<file path="config.mk">
export PLATFORM = sky130hd
export DESIGN_NAME = pong_buzzer_seq_flat
export DESIGN_NICKNAME = d
export VERILOG_FILES = /design/src/rtl/pong_buzzer_seq_if.sv /design/src/rtl/pong_buzzer_seq.sv /design/src/flat_wrapper.sv
export SDC_FILE = /design/constraint.sdc
export NUM_CORES = 1
export LEC_CHECK = 0
export ABC_AREA = 1
export CAP_MARGIN = 10
export CORE_UTILIZATION = 67
export CTS_CLUSTER_SIZE = 10
export DETAILED_ROUTE_END_ITERATION = 12
export GPL_ROUTABILITY_DRIVEN = 0
export PLACE_DENSITY = 0.95
export RECOVER_POWER = 100
export SLEW_MARGIN = 5
export SYNTH_ARGS = -nofsm -noshare
export SYNTH_HDL_FRONTEND = slang
export SYNTH_SLANG_ARGS = --single-unit
</file>
<file path="constraint.sdc">
create_clock -name clock_in -period 5.8 [get_ports clock_in]
set_clock_uncertainty 0.15 [all_clocks]
set_input_delay 0.58 -clock clock_in [delete_from_list [all_inputs] [get_ports clock_in]]
set_output_delay 0.58 -clock clock_in [all_outputs]
set_load 0.01 [all_outputs]
</file>
<file path="src/rtl/pong_buzzer_seq_if.sv">
// pong_buzzer_seq_if
// Groups the game-side strobes, the mute control and the buzzer-side
// outputs of the pong sound sequencer into one bundle.
//
// Signals:
//   enable      game -> seq   1 = sound on, 0 = mute and abort
//   hit_wall    game -> seq   one-cycle strobe, priority 1
//   hit_paddle  game -> seq   one-cycle strobe, priority 2
//   score       game -> seq   one-cycle strobe, priority 3
//   buzzer_out  seq  -> board square-wave drive
//   busy        seq  -> game  high while any tone or note is playing
//   tone_id     seq  -> game  0 none, 1 wall, 2 paddle, 3 score
//   fsm_state   seq  -> debug sequencer state (0 idle, 1 play, 2 note2)
//
// Handshake: there is no valid/ready pair and no back-pressure. Each strobe
// is a single-cycle request sampled on the rising clock edge; a request is
// either accepted (it starts or preempts a tone) or silently dropped. busy
// and tone_id tell the requester what is currently playing.
interface pong_buzzer_seq_if;
  logic       enable;
  logic       hit_wall;
  logic       hit_paddle;
  logic       score;
  logic       buzzer_out;
  logic       busy;
  logic [1:0] tone_id;
  logic [1:0] fsm_state;

  modport master (
    output enable, hit_wall, hit_paddle, score,
    input  buzzer_out, busy, tone_id, fsm_state
  );

  modport slave (
    input  enable, hit_wall, hit_paddle, score,
    output buzzer_out, busy, tone_id, fsm_state
  );
endinterface

</file>
<file path="src/rtl/pong_buzzer_seq.sv">
// pong_buzzer_seq
// Event-driven sound sequencer for pong. Each one-cycle game strobe becomes
// a timed square-wave tone on the buzzer. Tones come from dividing clock_in
// with a half-period counter; durations come from a millisecond-style
// prescaler feeding a tick counter. A score plays two notes back to back.
//
// Ports:
//   clock_in  system clock
//   reset     asynchronous, active-high reset
//   bus       pong_buzzer_seq_if.slave (strobes, enable, buzzer, status)
module pong_buzzer_seq #(
  parameter int DIV_WALL    = 100000,
  parameter int DIV_PADDLE  = 50000,
  parameter int DIV_SCORE_A = 62500,
  parameter int DIV_SCORE_B = 31250,
  parameter int MS_DIV      = 50000,
  parameter int DUR_WALL    = 30,
  parameter int DUR_PADDLE  = 60,
  parameter int DUR_SCORE   = 150,
  parameter int CW          = 20
) (
  input  logic              clock_in,
  input  logic              reset,
  pong_buzzer_seq_if.slave  bus
);

  localparam logic [1:0] S_IDLE  = 2'd0;
  localparam logic [1:0] S_PLAY  = 2'd1;
  localparam logic [1:0] S_NOTE2 = 2'd2;

  localparam logic [CW-1:0] WALL_M1    = CW'(DIV_WALL - 1);
  localparam logic [CW-1:0] PADDLE_M1  = CW'(DIV_PADDLE - 1);
  localparam logic [CW-1:0] SCORE_A_M1 = CW'(DIV_SCORE_A - 1);
  localparam logic [CW-1:0] SCORE_B_M1 = CW'(DIV_SCORE_B - 1);
  localparam logic [CW-1:0] MS_M1      = CW'(MS_DIV - 1);
  localparam logic [CW-1:0] DUR_W_M1   = CW'(DUR_WALL - 1);
  localparam logic [CW-1:0] DUR_P_M1   = CW'(DUR_PADDLE - 1);
  localparam logic [CW-1:0] DUR_S_M1   = CW'(DUR_SCORE - 1);

  logic [1:0]    state;
  logic [1:0]    tid;
  logic          buzz;
  logic [CW-1:0] half_cnt;
  logic [CW-1:0] pre_cnt;
  logic [CW-1:0] tick_cnt;

  logic [1:0]    req;
  logic          start;
  logic [CW-1:0] div_m1;
  logic [CW-1:0] dur_m1;
  logic          half_wrap;
  logic          pre_wrap;
  logic          note_end;

  // Priority encode the strobes; the encoded value doubles as the tone_id.
  always_comb begin
    req = 2'd0;
    if (bus.score)           req = 2'd3;
    else if (bus.hit_paddle) req = 2'd2;
    else if (bus.hit_wall)   req = 2'd1;
  end

  // tid is 0 while idle, so one strict compare covers both a fresh start
  // and preemption of a lower-priority tone.
  assign start = bus.enable && (req > tid);

  always_comb begin
    div_m1 = WALL_M1;
    dur_m1 = DUR_W_M1;
    case (tid)
      2'd2: begin
        div_m1 = PADDLE_M1;
        dur_m1 = DUR_P_M1;
      end
      2'd3: begin
        div_m1 = (state == S_NOTE2) ? SCORE_B_M1 : SCORE_A_M1;
        dur_m1 = DUR_S_M1;
      end
      default: begin
        div_m1 = WALL_M1;
        dur_m1 = DUR_W_M1;
      end
    endcase
  end

  assign half_wrap = (half_cnt == div_m1);
  assign pre_wrap  = (pre_cnt == MS_M1);
  assign note_end  = pre_wrap && (tick_cnt == dur_m1);

  always_ff @(posedge clock_in or posedge reset) begin
    if (reset) begin
      state    <= S_IDLE;
      tid      <= 2'd0;
      buzz     <= 1'b0;
      half_cnt <= '0;
      pre_cnt  <= '0;
      tick_cnt <= '0;
    end else if (!bus.enable) begin
      state    <= S_IDLE;
      tid      <= 2'd0;
      buzz     <= 1'b0;
      half_cnt <= '0;
      pre_cnt  <= '0;
      tick_cnt <= '0;
    end else if (start) begin
      state    <= S_PLAY;
      tid      <= req;
      buzz     <= 1'b0;
      half_cnt <= '0;
      pre_cnt  <= '0;
      tick_cnt <= '0;
    end else if (state != S_IDLE) begin
      if (note_end) begin
        buzz     <= 1'b0;
        half_cnt <= '0;
        pre_cnt  <= '0;
        tick_cnt <= '0;
        // Score note A chains into note B with busy held high.
        if (state == S_PLAY && tid == 2'd3) begin
          state <= S_NOTE2;
        end else begin
          state <= S_IDLE;
          tid   <= 2'd0;
        end
      end else begin
        if (half_wrap) begin
          half_cnt <= '0;
          buzz     <= ~buzz;
        end else begin
          half_cnt <= half_cnt + 1'b1;
        end
        if (pre_wrap) begin
          pre_cnt  <= '0;
          tick_cnt <= tick_cnt + 1'b1;
        end else begin
          pre_cnt <= pre_cnt + 1'b1;
        end
      end
    end
  end

  // Mute gates the pin immediately, ahead of the registered abort.
  assign bus.buzzer_out = buzz & bus.enable;
  assign bus.busy       = (state != S_IDLE);
  assign bus.tone_id    = tid;
  assign bus.fsm_state  = state;

endmodule

</file>
<file path="src/flat_wrapper.sv">
// flat-port wrapper written by rule: the top's interface ports become plain ports
module pong_buzzer_seq_flat 
#(
  parameter int DIV_WALL    = 100000,
  parameter int DIV_PADDLE  = 50000,
  parameter int DIV_SCORE_A = 62500,
  parameter int DIV_SCORE_B = 31250,
  parameter int MS_DIV      = 50000,
  parameter int DUR_WALL    = 30,
  parameter int DUR_PADDLE  = 60,
  parameter int DUR_SCORE   = 150,
  parameter int CW          = 20
)
  (clock_in, reset, bus_enable, bus_hit_wall, bus_hit_paddle, bus_score, bus_buzzer_out, bus_busy, bus_tone_id, bus_fsm_state);
  pong_buzzer_seq_if bus_i ();
  input  logic clock_in;
  input  logic reset;
  input wire logic [$bits(bus_i.enable)-1:0] bus_enable;
  input wire logic [$bits(bus_i.hit_wall)-1:0] bus_hit_wall;
  input wire logic [$bits(bus_i.hit_paddle)-1:0] bus_hit_paddle;
  input wire logic [$bits(bus_i.score)-1:0] bus_score;
  output wire logic [$bits(bus_i.buzzer_out)-1:0] bus_buzzer_out;
  output wire logic [$bits(bus_i.busy)-1:0] bus_busy;
  output wire logic [$bits(bus_i.tone_id)-1:0] bus_tone_id;
  output wire logic [$bits(bus_i.fsm_state)-1:0] bus_fsm_state;
  assign bus_i.enable = bus_enable;
  assign bus_i.hit_wall = bus_hit_wall;
  assign bus_i.hit_paddle = bus_hit_paddle;
  assign bus_i.score = bus_score;
  assign bus_buzzer_out = bus_i.buzzer_out;
  assign bus_busy = bus_i.busy;
  assign bus_tone_id = bus_i.tone_id;
  assign bus_fsm_state = bus_i.fsm_state;
  pong_buzzer_seq #(.DIV_WALL(DIV_WALL), .DIV_PADDLE(DIV_PADDLE), .DIV_SCORE_A(DIV_SCORE_A), .DIV_SCORE_B(DIV_SCORE_B), .MS_DIV(MS_DIV), .DUR_WALL(DUR_WALL), .DUR_PADDLE(DUR_PADDLE), .DUR_SCORE(DUR_SCORE), .CW(CW)) u_core (.clock_in(clock_in), .reset(reset), .bus(bus_i));
endmodule
</file>
==> metrics.yaml <==
ir_worst_vdd_uv: 225.2
final_max_slew_viol_count: 66
fp.dieW_um: 83.37
area_growth_pct: 5.839
clk_pin_slew_worst_paths_ns: 0.07
syn_area_mm2: 0.004436
cts-buffers-inserted: 9
fin_crit_ns: 4.097
grt_usage_pct: 32.87
grt_overflow: 0
cp.required_ns: 5.87
reg2reg_slack_ns: 2.10
drt_pre_antenna_iters: 6
syn_inst: 645
fin_tns_setup_ns: 0
grt_pass1_wl_um: 18440
violations: "max-capacitance violations, max-slew violations"
clock.fmax_mhz: 244.1
p_switching_w: 0.0005083
port_buffers: 11
postSynthAreaPerCell_um2: 6.877
synthDistinctLibCells: 38
wl_um: 10850
dpl.hpwl_um: 7743
p_seq_share_pct: 41.6
drt_first_iter_violations: 489
arrival_ns: 4.16
grt_max_degree: 66
ys_seq_elements: 65
final_cell_mix: "176 x nand2_1, 85 x inv_1, 77 x nor2_1"
crit_path_start_kind: "input port"
outcome: "finished with violations"
grt_pass1_vias: 4089
num_rows: 29
synth_area_leader_cell: "dfrtp_1"
path_common_cell: "nand2_1"
post-route-period-util_pct: 70.63
worstMarginPinSlew_ns: 3.421
p_comb_share_pct: 30.5
clock_path_buffers: 2
crit_chain: "dlygate4sd3_1 > or2_2 > ha_1 > inv_1 > o21bai_2 > nand2_1 > nand3_2 > nand2_4 > clkinv_4 > nand2_1 > o21ai_0"
slew_headroom_pct: -128.0
layout_commonest_cell: "nand2_1"
core_area_mm2: 0.006386
finalHoldViolCount: 0
cp_max_fo: 45
wl_per_cell_um: 14.76
ant_nets: 0
setup_viol: 0
io-pin-count: 12
cpMaxStageDelayCell: "nand3_2"
ys.warnings.count: 0
hold_buffers: 0
cts-root-buf: "clkbuf_8"
post_cts_resized: 0
criticalPathCategory: "input port to flop"
p_clk_share_pct: 27.9
maxCapViolations: 1
endpoint_kind: "flop"
post_cts_buffers: 0
insertedDiodeCount: 0
start_util_pct: 69.46
die_y_um: 83.37
cts_tree: "built"
htreeDepth: 3
power_w: 0.001229
vias: 4410
die-area_mm2: 0.006950
via_per_inst: 6.000
intPower_w: 0.0007207
rsz0062_at_grt: "no"
synth_fp_nets: 656
synth.top_cell.area_share_pct: 36.67
powerDensity_mw_per_mm2: 261.8
switching_share_pct: 41.36
drc: 0
hold_path_class: "flop to flop"
power_leakage_nw: 2.128
cts.sinks: 65
worstSkewPairLatency_ns: 0.35
ys_seq_area_share_pct: 36.67
nets: 664
ys_top_cells_by_area: "dfrtp_1 37%, nand2_1 15%, inv_1 7.3%, nor2_1 6.5%, nand3_1 5.6%"
drive_gt1_share_pct: 6.535
antenna_found_initial: 0
slowest_delay_ns: 0.77
==> cell usage after synthesis <==
cell        n
a21oi_2     1
o21ai_0    22
clkinv_4    1
or2_0       1
nand3_1    50
buf_2       6
ha_1        5
nand2_2     6
xnor2_1     4
nand3_2     2
nand4_1    32
o31ai_1     1
or2_2       1
nor3_1     20
nor2_2      5
inv_2       2
xor2_1     21
o22ai_1     1
clkbuf_1    2
nand3_4     1
a21oi_4     1
o21ai_1    14
inv_1      86
nand2_1   174
nor3_2      3
o21bai_2    1
o21ai_2     1
nor3b_1     1
nand3b_1    2
a21oi_1    21
and2_1      2
nor2_1     77
nand2_4     4
o21bai_1    1
buf_4       2
inv_4       1
buf_6       5
dfrtp_1    65
==> cell families (layout without fill, tap and decap cells) <==
logic type	after synthesis	count (layout)	synth area share (%)
flip-flops	65	65	36.67
XOR/XNOR	25	25	4.937
AND/OR/NAND/NOR	381	381	38.82
AO/OA/AOI/OAI	64	64	7.927
adder cells (fa/ha/maj)	5	5	1.410
buffers and inverters	105	118	10.24
==> power groups by stage <==
| stage | sequential, W | clock (W) | combinational, W |
|---|---|---|---|
| detailed placement | 0.000519 | 0 | 0.000383 |
| global route | 0.000514 | 0.000367 | 0.000416 |
| global placement | 0.000518 | 0 | 0.000369 |
| floorplan | 0.000508 | 0 | 0.000320 |
| CTS | 0.000511 | 0.000344 | 0.000386 |
| finish | 0.000511 | 0.000343 | 0.000375 |
==> sequential cells by signal (all words and copies together), names as in the netlist <==
signal / cells
u_core.bus.fsm_state: 2
u_core.half_cnt: 20
u_core.tick_cnt: 20
u_core.buzz: 1
u_core.bus.tone_id: 2
u_core.pre_cnt: 20
==> worst max-delay path, delay by kind of cell <==
family | cells | cell delay (ns)
and+or+nand+nor | 5 | 2.24
buffers and inverters | 3 | 0.85
adders and majority gates | 1 | 0.31
AOI/OAI and AO/OA | 2 | 0.15
==> metal layers <==
metal  GRT usage (%)  vias up  part of all wire (%)
met5               0        -                     0
met4           16.30        0                   3.8
met3           5.666       42                   7.7
met2           54.02      261                    48
met1           41.98     2022                    41
li1                -     2085                     -
==> stage by stage <==
stage | std cells | setup WS, ns | hold WS, ns | utilization [%] | area, um2
5_1_grt | 735 | 1.031 | 0.4215 | 73.51 | 4695
6_report | 735 | 1.703 | 0.3659 | 73.51 | 4695
4_1_cts | 735 | 2.164 | 0.3690 | 73.79 | 4712
2_1_floorplan | 645 | 3.387 | 0.3133 | - | 4436
3_5_place_dp | 719 | 1.805 | 0.3507 | 71.10 | 4541
3_3_place_gp | 719 | 1.927 | 0.3331 | 71.10 | 4541
==> path summary, 6_finish.rpt <==
check	from	endpoint	cells past startpoint
worst min-delay path	u_core.buzz	u_core.buzz	2
worst max-delay path	bus_hit_paddle	u_core.tick_cnt[0]	11
worst max register to register	u_core.bus.tone_id[1]	u_core.tick_cnt[0]	10
worst min register to register	u_core.buzz	u_core.buzz	2
min in group asynchronous	reset	u_core.pre_cnt[4]	3
max in group asynchronous	reset	u_core.tick_cnt[11]	3
==> cell type report <==
| cell class | count | area, um2 |
|---|---|---|
| multi-input cells | 475 | 2341 |
| fillers | 492 | 1692 |
| flip-flops and latches | 65 | 1627 |
| inverters | 90 | 345.3 |
| clock buffers | 9 | 123.9 |
| repair buffers | 12 | 113.9 |
| well taps | 77 | 96.34 |
| clock inverters | 7 | 47.55 |
Note: power is estimated with default switching activity, not from simulation.
